File: src/rtl/io_port_bank.sv
// Memory-mapped I/O port bank: CH registered output channels, CH synchronised input channels, sticky change flags.
// Define IO_DEBOUNCE_EN to add per-channel debounce counters of DEB_CYCLES cycles.
module io_port_bank #(
  parameter int          CH         = 3,
  parameter int          DW         = 8,
  parameter logic [31:0] BASE_ADDR  = 32'hFFFF_FC60,
  parameter int          DEB_CYCLES = 4
) (
  input  logic             clock,
  input  logic             reset,
  input  logic             io_read,
  input  logic             io_write,
  input  logic [31:0]      addr,
  input  logic [31:0]      wdata,
  output logic [31:0]      rdata,
  input  logic [CH*DW-1:0] in_pins,
  output logic [CH*DW-1:0] out_pins,
  output logic [CH-1:0]    chg_flag
);

  logic [31:0]   offset;
  logic [29:0]   word_idx;
  logic          stat_hit;
  logic [CH-1:0] chan_dec;
  logic [DW-1:0] stable_w [CH];

  // addr[1:0] is dropped by taking the word index of the wrapped offset
  assign offset   = addr - BASE_ADDR;
  assign word_idx = offset[31:2];
  assign stat_hit = (word_idx == 30'(CH));

  logic unused_bits;
  assign unused_bits = ^{wdata, offset[1:0]};

  for (genvar k = 0; k < CH; k++) begin : g_ch
    logic [DW-1:0] out_q;
    logic [DW-1:0] sync1_q;
    logic [DW-1:0] sync2_q;
    logic [DW-1:0] stable_q;
    logic          flag_q;
    logic          upd;
    logic          flag_clr;

    assign chan_dec[k] = (word_idx == 30'(k));

    always_ff @(posedge clock or posedge reset) begin
      if (reset) begin
        out_q <= '0;
      end else if (io_write && chan_dec[k]) begin
        out_q <= wdata[DW-1:0];
      end
    end

    always_ff @(posedge clock or posedge reset) begin
      if (reset) begin
        sync1_q  <= '0;
        sync2_q  <= '0;
        stable_q <= '0;
      end else begin
        sync1_q <= in_pins[k*DW +: DW];
        sync2_q <= sync1_q;
        if (upd) stable_q <= sync2_q;
      end
    end

`ifdef IO_DEBOUNCE_EN
    localparam int CW = $clog2(DEB_CYCLES) + 1;
    logic [CW-1:0] cnt_q;

    assign upd = (sync2_q != stable_q) && (cnt_q == CW'(DEB_CYCLES - 1));

    // any return to the stable value restarts qualification from zero
    always_ff @(posedge clock or posedge reset) begin
      if (reset) begin
        cnt_q <= '0;
      end else if (upd || (sync2_q == stable_q)) begin
        cnt_q <= '0;
      end else begin
        cnt_q <= cnt_q + 1'b1;
      end
    end
`else
    localparam int unused_deb = DEB_CYCLES;
    assign upd = (sync2_q != stable_q);
`endif

    assign flag_clr = (io_read && chan_dec[k]) || (io_write && stat_hit && wdata[k]);

    // a qualifying change on the same edge as a clear keeps the flag set
    always_ff @(posedge clock or posedge reset) begin
      if (reset) begin
        flag_q <= 1'b0;
      end else if (upd) begin
        flag_q <= 1'b1;
      end else if (flag_clr) begin
        flag_q <= 1'b0;
      end
    end

    assign out_pins[k*DW +: DW] = out_q;
    assign stable_w[k]          = stable_q;
    assign chg_flag[k]          = flag_q;
  end

  always_comb begin
    rdata = '0;
    if (io_read) begin
      if (stat_hit) rdata[CH-1:0] = chg_flag;
      for (int k = 0; k < CH; k++) begin
        if (chan_dec[k]) rdata[DW-1:0] = stable_w[k];
      end
    end
  end

endmodule
File: config.mk
export PLATFORM = sky130hd
export DESIGN_NAME = io_port_bank
export DESIGN_NICKNAME = d
export VERILOG_FILES = /design/src/rtl/io_port_bank.sv
export SDC_FILE = /design/constraint.sdc
export NUM_CORES = 1
export LEC_CHECK = 0
export ABC_CLOCK_PERIOD_IN_PS = 5100
export BUFFER_PORTS_ARGS = -buffer_cell sky130_fd_sc_hd__buf_2
export CAP_MARGIN = 20
export CELL_PAD_IN_SITES_DETAIL_PLACEMENT = 1
export CELL_PAD_IN_SITES_GLOBAL_PLACEMENT = 1
export CORE_ASPECT_RATIO = 1.25
export CORE_MARGIN = 2
export CORE_UTILIZATION = 39
export DETAILED_ROUTE_END_ITERATION = 10
export PLACE_DENSITY_LB_ADDON = 0.1
export SETUP_SLACK_MARGIN = 0.02
export SLEW_MARGIN = 25
export SYNTH_ARGS = -nofsm -noshare
export SYNTH_HDL_FRONTEND = slang
export SYNTH_SLANG_ARGS = --single-unit
File: constraint.sdc
create_clock -name clock -period 5.1 [get_ports clock]
set_input_delay 1.02 -clock clock [delete_from_list [all_inputs] [get_ports clock]]
set_output_delay 1.02 -clock clock [all_outputs]
set_load 0.01 [all_outputs]
# Word-level counts from Yosys, hierarchy flattened
# Index checks and enable logic that the tools add are counted.
dict set report classes {
  div_mod_pow 0
  addsub 1
  n_mux 11
  shifts 0
  bitwise_logic 0
  n_lt_le_gt_ge 0
  eq_ne 6
  mul 0
  n_reduce_logical 17
}
# operator count
set op_table {}
lappend op_table {{equality test 30 x 2 -> 1 bit (second input constant)} 2}
lappend op_table {{2-to-1 mux 8 bit} 4}
lappend op_table {{subtractor 32 bit (second input constant)} 1}
lappend op_table {{equality test 30 x 1 -> 1 bit (second input constant)} 1}
lappend op_table {{zero test 30 bit} 1}
lappend op_table {{inequality test 8 bit} 3}
lappend op_table {{logical AND 1 bit} 10}
lappend op_table {{2-to-1 mux 1 bit} 6}
lappend op_table {{nonzero test 2 bit} 3}
lappend op_table {{logical OR 1 bit} 3}
lappend op_table {{2-to-1 mux 3 bit} 1}
dict set report totals {
  ram_bits 0
  input_bits 92
  reg_bits 99
  mem_count 0
  word_cells 50
  romBits 0
  output_inout_bits 59
  latchBits 0
}

# Depth between registers and ports, before layout
# Gate-level depths: netlist of run 1.
dict set report depth {
  ltp_word 7
  ltp_mapped 9
  depth_no_buf 8
}

# Worst setup path before layout of run 1
# Ideal clock, no wire load.
dict set report synth_timing {
  path_type {in2out}
  start {input addr[5]}
  end {output rdata[0]}
  path_buffers 1
  t_arrival_ns 3.355
  required_ns 4.080
  cell_stages 9
  path_slack_ns 0.725
  cell_sequence {ha_1 or4b_1 a221oi_1 o211ai_1 a2111oi_4 nand4_4 or2_2 clkbuf_1 nor2b_1}
}
dict set report synth_via {
  elab_chain_cells 7
  elab_cells_between_ends 10
  cone_classes {add/sub: 1; eq/ne: 3; mux: 5; reduce/logical: 1}
}
# element line_no
set synth_lines {}
lappend synth_lines {{start: declaration} 13} ;# input logic [31:0] addr,
lappend synth_lines {{subtractor 32 bit (*)} 28} ;# assign offset = addr - BASE_ADDR;
lappend synth_lines {{equality test 30 x 2 -> 1 bit} 30} ;# assign stat_hit = (word_idx == 30'(CH));
lappend synth_lines {{2-to-1 mux 3 bit} 108} ;# if (stat_hit) rdata[CH-1:0] = chg_flag;
lappend synth_lines {{2-to-1 mux 8 bit (2 in series)} 110} ;# if (chan_dec[k]) rdata[DW-1:0] = stable_w[k];
lappend synth_lines {{2-to-1 mux 8 bit (*)} 110}
lappend synth_lines {{2-to-1 mux 8 bit (*)} 107} ;# if (io_read) begin
lappend synth_lines {{end: declaration} 15} ;# output logic [31:0] rdata,
# Every way passes the cells marked *; elsewhere a longest branch is shown, timed or not.

# Worst setup path after layout of run 1
dict set report layout_timing {
  start {input addr[5]}
  end {output rdata[5]}
}
dict set report layout_via {
  elab_chain_cells 6
  elab_cells_between_ends 8
  cone_classes {add/sub: 1; eq/ne: 2; mux: 4; reduce/logical: 1}
}
# element line_no
set layout_lines {}
lappend layout_lines {{subtractor 32 bit (*)} 28}
lappend layout_lines {{zero test 30 bit} 44} ;# assign chan_dec[k] = (word_idx == 30'(k));
lappend layout_lines {{2-to-1 mux 8 bit (2 in series)} 110}
lappend layout_lines {{2-to-1 mux 8 bit (*)} 110}
lappend layout_lines {{2-to-1 mux 8 bit (*)} 107}
# Marks and branches as above.

==> results of run 1 <==
## cells by family (layout without fill, tap and decap cells)
family | after synthesis | in the layout
other | 1 | 24
multiplexers | 34 | 34
AND/OR/NAND/NOR | 82 | 82
flip-flops | 99 | 99
buffers and inverters | 62 | 122
XOR/XNOR | 29 | 29
AO/OA/AOI/OAI | 35 | 35
adder cells (fa/ha/maj) | 1 | 1
## layout make-up
class                      instances  area, um^2  area share (%)
inverter                           4        17.5           0.347
clock inverter                     7        60.1            1.19
timing repair buffer             102         515            10.2
tap                              132         165            3.27
sequential                        99        2480            49.1
clock buffer                       9         225            4.46
multi-input combinational        205        1580            31.4
## routing by layer
layer	share of wire, %	up-vias
met5	0	-
met4	1.7	0
met3	4.6	12
met2	53	74
met1	41	1365
li1	-	1293
## cell usage in the layout (no fill, tap or decap), types with 7 or more instances in the layout
cell | netlist | final
dfrtp_1 | 99 | 99
nand2_1 | 8 | 8
nor4_1 | 8 | 8
nand3_1 | 10 | 10
mux2_2 | 24 | 24
nor2_1 | 13 | 13
clkbuf_16 | 0 | 9
buf_2 | 1 | 100
o21ai_0 | 8 | 8
conb_1 | 1 | 24
xor2_1 | 26 | 26
a21oi_1 | 8 | 8
mux2i_1 | 7 | 7
## how the worst max path moves through the flow
stage,startpoint,to,cells past startpoint
after detailed placement,addr[5],rdata[4],10
after floorplan,addr[5],rdata[0],9
after CTS,addr[5],rdata[4],10
final,addr[5],rdata[5],10
after global placement,addr[5],rdata[6],10
after global routing,addr[5],rdata[0],10
## critical path, stage by stage
cell and delay, ns:
buf_2 0.14, ha_1 0.29, or4b_1 0.53, a221oi_1 0.24, o211ai_1 0.18, a2111oi_4 0.37, nand4_4 0.14, or2_2 0.39
nor2_1 0.19, buf_2 0.16
## flip-flops by register name, summed over array words and instances, names as in the netlist
register	cells
g_ch.out_q	24
g_ch.stable_q	24
g_ch.sync1_q	24
g_ch.sync2_q	24
g_ch.flag_q	3
## power by group through the flow
stage               registers [uW]  logic, uW  clock network, uW
finish                         831        125                638
global route                   834        143                691
CTS                            832        129                666
detailed placement             847        128                  0
global placement               845        124                  0
floorplan                      841       92.0                  0
## per-stage QoR
| step | utilization, % | cell area, um^2 | hold WS (ns) | cells |
|---|---|---|---|---|
| after floorplan | - | 4400 | 0.331 | 366 |
| after global placement | 44.6 | 4760 | 0.331 | 542 |
| after detailed placement | 44.6 | 4760 | 0.336 | 542 |
| after CTS | 47.3 | 5040 | 0.351 | 558 |
| after global routing | 47.3 | 5040 | 0.355 | 558 |
| final | 47.3 | 5040 | 0.348 | 558 |
==> results.json, run 1 <==
{
  "power.density_nw_per_um2": 316,
  "slew_violations": 0,
  "yosys-top-cells-area": "dfrtp_1, mux2_2, xor2_1, buf_4, clkbuf_1",
  "hp-start": "g_ch[1].sync1_q[2]$_DFF_PP0_",
  "met3_usage_pct": 2.75,
  "drive_above_1_share_pct": 37.6,
  "pwr-share-comb_pct": 7.9,
  "synth_common_cells": "dfrtp_1, clkbuf_1, buf_4, xor2_1, mux2_2",
  "fill_cells": 1154,
  "clockBufferDepth": 2,
  "grtUsageMet1_pct": 19.6,
  "start_util_pct": 40.4,
  "met2_usage_pct": 27.2,
  "area_delta_synth_final_pct": 17.0,
  "fin_crit_sh_pct": 91.6,
  "worst_slack_ns": 0.428,
  "p_leak_uw": 0.00239,
  "syn_area_per_cell_um2": 12.6,
  "yosys.area_share.adder_pct": 0.290,
  "slew_headroom_pct": 42.1,
  "cts-htree-levels": 3,
  "clk_latency_ns": 0.34,
  "grt.overflow.total": 0,
  "cts_resized": 0,
  "fin_crit_ns": 4.67,
  "grt_pass1_vias": 2932,
  "reg2reg_from": "g_ch[0].stable_q[5]$_DFFE_PP0P_",
  "clkTransAtPathRegs_ns": 0.07,
  "synth_top_area_share_pct": 57.5,
  "setup_viol": 0,
  "whs_endpoint": "g_ch[1].sync2_q[2]$_DFF_PP0_",
  "p_int_uw": 1200,
  "cts_tree": "done",
  "startpoint_type": "input port",
  "cts_setup_buffers": 0,
  "grt.busiest_layer": "met2",
  "worstSetupPathType": "input port to output port",
  "antenna_found_initial": 0,
  "synthFlopType": "dfrtp_1",
  "yosys.area.top_type": "dfrtp_1",
  "ioPinCount": 151,
  "drt-vias-per-instance": 4.92,
  "synth_compound_area_share_pct": 6.76,
  "synth_cells": 343,
  "port_buffers": 100,
  "core_area_um2": 10700,
  "fp.dieH_um": 122,
  "cts-root-buf": "clkbuf_16",
  "yosysSeqAreaShare_pct": 57.5,
  "end_kind": "output port",
  "numCtsBuffers": 9,
  "finalPower_uw": 1590,
  "drt-total-wl_mm": 8.90,
  "ir_drop_mv": 0.255,
  "rr_worst_depth": 3,
  "synthArstFlopShare_pct": 100,
  "dp_hpwl_mm": 6.82,
  "r2r_end": "g_ch[0].flag_q$_DFFE_PP0P_",
  "first_iter_violations": 86,
  "ys_warn_count": 0,
  "grt_pass1_wl_mm": 14.7,
  "synth_edf_count": 0,
  "outcome": "complete, no violations",
  "reg2reg_slack_ns": 3.87,
  "fin_nets": 514,
  "final_hold_viol_count": 0,
  "hold_class": "flip-flop to flip-flop",
  "synthSimpleGateAreaFrac_pct": 12.2,
  "row_count": 42,
  "synth-xor-area-share_pct": 5.89,
  "grt_use_total_pct": 15.8,
  "pwr-share-clk_pct": 40.0,
  "worstPathMaxFanout": 8,
  "wl_per_cell_um": 15.9,
  "synth_cell_types": 56,
  "cp_data_required_time_ns": 4.08,
  "n_antenna_cell": 0,
  "vias": 2744,
  "dieArea_um2": 11900,
  "power_frac_seq_pct": 52.1,
  "ant_nets": 0,
  "synth_mux_area_share_pct": 9.46,
  "cts_sinks": 99,
  "place.gp.congestion": 0.724,
  "tightest_slew_ns": 0.869,
  "dr.pass1.iters": 5,
  "skew_ns": 0.00518,
  "die_w_um": 98.0,
  "finalSetupTns_ns": 0,
  "swShare_pct": 24.6,
  "grt_max_degree": 74,
  "ys_ff_latch": 99,
  "rsz0062_at_grt": "false",
  "worstPathArrival_ns": 3.65,
  "pre_cts_slack_ns": 0.377,
  "maxCapViolCount": 0,
  "power_switching_uw": 392,
  "synth_top_family_by_area": "simple AND/OR/NAND/NOR gates",
  "ctsHoldBuffers": 0,
  "synth.most_common_cell": "dfrtp_1",
  "synth_area_um2": 4310,
  "worstHoldPathCells": 0,
  "fmax_mhz": 214,
  "drc_errors": 0
}
Note: power is estimated with default switching activity, not from simulation.
==> run 2, diff against run 1 <==
- ABC_AREA: not set -> 1
- CORE_UTILIZATION: 39 -> 37
==> run 2 against run 1 <==
  * Combinational power about the same
  * Area after synthesis increased by 9.6%
  * Design area rose by 8.7%
  * Critical endpoint is now rdata[0]
  * Critical path depth is 8 higher
  * Worst hold slack lost 0.0054 ns
  * Utilization shrank 3.8 points
  * Synthesized cell count increased by 61%
  * Clock power rose by 2%
  * Non-clock buffer count unchanged
==> results.json, run 2 <==
{
  "yosys.area.top_type": "dfrtp_1",
  "row_count": 46,
  "final_cell_area_um2": 5490,
  "drt-total-wl_mm": 10.6,
  "grt_use_total_pct": 16.1,
  "mostFrequentLayoutCells": "nand2_1, buf_2, dfrtp_1",
  "ant_nets": 0,
  "reg2reg_from": "g_ch[0].stable_q[1]$_DFFE_PP0P_",
  "skew_ns": 0.00928,
  "tightest_slew_ns": 0.800,
  "power.density_nw_per_um2": 292,
  "hp-start": "g_ch[2].sync1_q[1]$_DFF_PP0_",
  "grt.overflow.total": 0,
  "startpoint_type": "input port",
  "slew_violations": 0,
  "finalSetupTns_ns": 0,
  "n_antenna_cell": 0,
  "wl_per_cell_um": 13.2,
  "p_leak_uw": 0.00287,
  "synthArstFlopShare_pct": 100,
  "synth_cells": 552,
  "synthFlopType": "dfrtp_1",
  "final_common_cell": "nand2_1",
  "cts_tree": "done",
  "critPathMaxStageDelay_ns": 0.31,
  "fin_crit_ns": 4.46,
  "utilization_pct": 43.5,
  "rr_worst_depth": 3,
  "grt_pass1_wl_mm": 17.5,
  "worstPathMaxFanout": 9,
  "drc_errors": 0,
  "setup_viol": 0,
  "clk_latency_ns": 0.34,
  "cts_setup_buffers": 0,
  "clkTransAtPathRegs_ns": 0.07,
  "cp_num_buf_inv": 3,
  "synth.most_common_cell": "nand2_1",
  "cts-root-buf": "clkbuf_16",
  "reg2reg_slack_ns": 3.30,
  "cp_top_family": "simple AND/OR/NAND/NOR gates",
  "final_hold_viol_count": 0,
  "fin_nets": 724,
  "fin_crit_sh_pct": 87.5,
  "grt_max_degree": 52,
  "cp_common_cell": "nand2_1",
  "slew_headroom_pct": 45.3,
  "port_buffers": 100,
  "synth_area_um2": 4720,
  "fmax_mhz": 224,
  "first_iter_violations": 139,
  "die_w_um": 105,
  "multiInputGateArea_um2": 1740,
  "ioPinCount": 151,
  "core_area_um2": 12600,
  "r2r_end": "g_ch[0].flag_q$_DFFE_PP0P_",
  "seq_area_um2": 2480,
  "place.gp.congestion": 0.783,
  "path_cells": "buf_2, ha_1, nor2_1, nand2_1, nand2_4, nor2_2, nand2_1, nand2_1, nor2_1, nand2_1, nor2_1, nand2_1, nor2_2, nand2_2, o21ai_0, inv_1, a21oi_1, buf_2",
  "start_util_pct": 37.5,
  "fill_cells": 1549,
  "ir_drop_mv": 0.272,
  "ctsHoldBuffers": 0,
  "antenna_found_initial": 0,
  "rsz0062_at_grt": "false",
  "synth_top_area_share_pct": 52.4,
  "cts_resized": 0,
  "end_kind": "output port",
  "synth_cell_types": 35,
  "worstHoldPathCells": 0,
  "dieArea_um2": 13700,
  "cts_sinks": 99,
  "cp_data_required_time_ns": 4.08,
  "synth_edf_count": 0,
  "hold_class": "flip-flop to flip-flop",
  "yosys-top-cells-area": "dfrtp_1, nand2_1, inv_1, buf_4, nor2_1",
  "whs_endpoint": "g_ch[2].sync2_q[1]$_DFF_PP0_",
  "synth_common_cells": "nand2_1, dfrtp_1, inv_1, nor2_1, buf_4",
  "worstPathArrival_ns": 3.44,
  "slowest_stage": "nor2_2",
  "ys_warn_count": 0,
  "dp_hpwl_mm": 8.46,
  "placed_cell_area_um2": 5190,
  "finalPower_uw": 1600,
  "clockBufferDepth": 2,
  "ys_ff_latch": 99,
  "grt_pass1_vias": 3825,
  "cts-htree-levels": 3,
  "fp.dieH_um": 130,
  "drt-vias-per-instance": 4.47,
  "maxCapViolCount": 0,
  "worstSetupPathType": "input port to output port",
  "dr.pass1.iters": 4,
  "numCtsBuffers": 9,
  "syn_area_per_cell_um2": 8.56,
  "drive_above_1_share_pct": 25.3,
  "area_delta_synth_final_pct": 16.1,
  "yosysSeqAreaShare_pct": 52.4,
  "vias": 3596,
  "outcome": "complete, no violations"
}
==> run 2: cell types whose count changed after synthesis, sizes merged, moves of 6 or more <==
cell	delta
nand2	+141
inv	+62
nor2	+34
o21ai	+33
mux2	-24
xor2	-19
nand3	+16
or2	+10
nor4	-9
xnor2	+9
mux2i	-7
nor2b	-6
==> run 2: stage by stage <==
| step | setup WS, ns | hold slack (ns) | std cells |
|---|---|---|---|
| 3_5_place_dp | 0.599 | 0.336 | 788 |
| 3_3_place_gp | 0.660 | 0.331 | 788 |
| 2_1_floorplan | 1.28 | 0.331 | 575 |
| 5_1_grt | 0.241 | 0.352 | 804 |
| 6_report | 0.635 | 0.343 | 804 |
| 4_1_cts | 0.588 | 0.349 | 804 |
==> run 2: cell families after synthesis <==
kind of cell	count (synthesis)	share of synthesized area, %
buffers and inverters	124	12.6
xor gates and xnor gates	19	3.52
DFF	99	52.4
other	1	0.0794
and+or+nand+nor	260	25.0
AOI/OAI and AO/OA	48	6.06
adders and majority gates	1	0.265
==> run 2: worst register-to-register path, delay by kind of cell, from the launching register on <==
kind,cells,cell delay [ns]
AO/OA/AOI/OAI,2,0.96
flip-flops,1,0.39
AND/OR/NAND/NOR,1,0.29
==> run 2: how the worst max path moves through the flow <==
| stage | from | end | slack (ns) | cells after the start |
|---|---|---|---|---|
| floorplan | addr[5] | rdata[1] | 1.28 | 18 |
| global placement | addr[5] | rdata[7] | 0.66 | 17 |
| detailed placement | addr[5] | rdata[0] | 0.60 | 15 |
| CTS | addr[5] | rdata[0] | 0.59 | 15 |
| global route | addr[5] | rdata[2] | 0.24 | 18 |
| finish | addr[5] | rdata[0] | 0.64 | 18 |
==> run 2: area by class of cell <==
cell class / instances / area share (%)
clock buffers: 10 / 4.17
clock inverters: 6 / 1.12
inverters: 67 / 4.65
multi-input cells: 352 / 31.7
flip-flops and latches: 99 / 45.2
well taps: 168 / 3.83
repair buffers: 102 / 9.40
==> run 2: routing by layer <==
layer  GRT usage [%]  part of all wire [%]  up-vias
li1                -                     -     1804
met1            17.9                    40     1708
met2            31.4                    55       74
met3            2.75                   3.6       10
met4            5.10                   1.6        0
met5               0                     0        -
==> run 2: report_power, final <==
| part | total (uW) | switching (uW) | internal (uW) |
|---|---|---|---|
| Clock | 648 | 306 | 342 |
| Combinational | 123 | 78.5 | 44.6 |
| Sequential | 830 | 16.2 | 814 |
| Total | 1600 | 401 | 1200 |
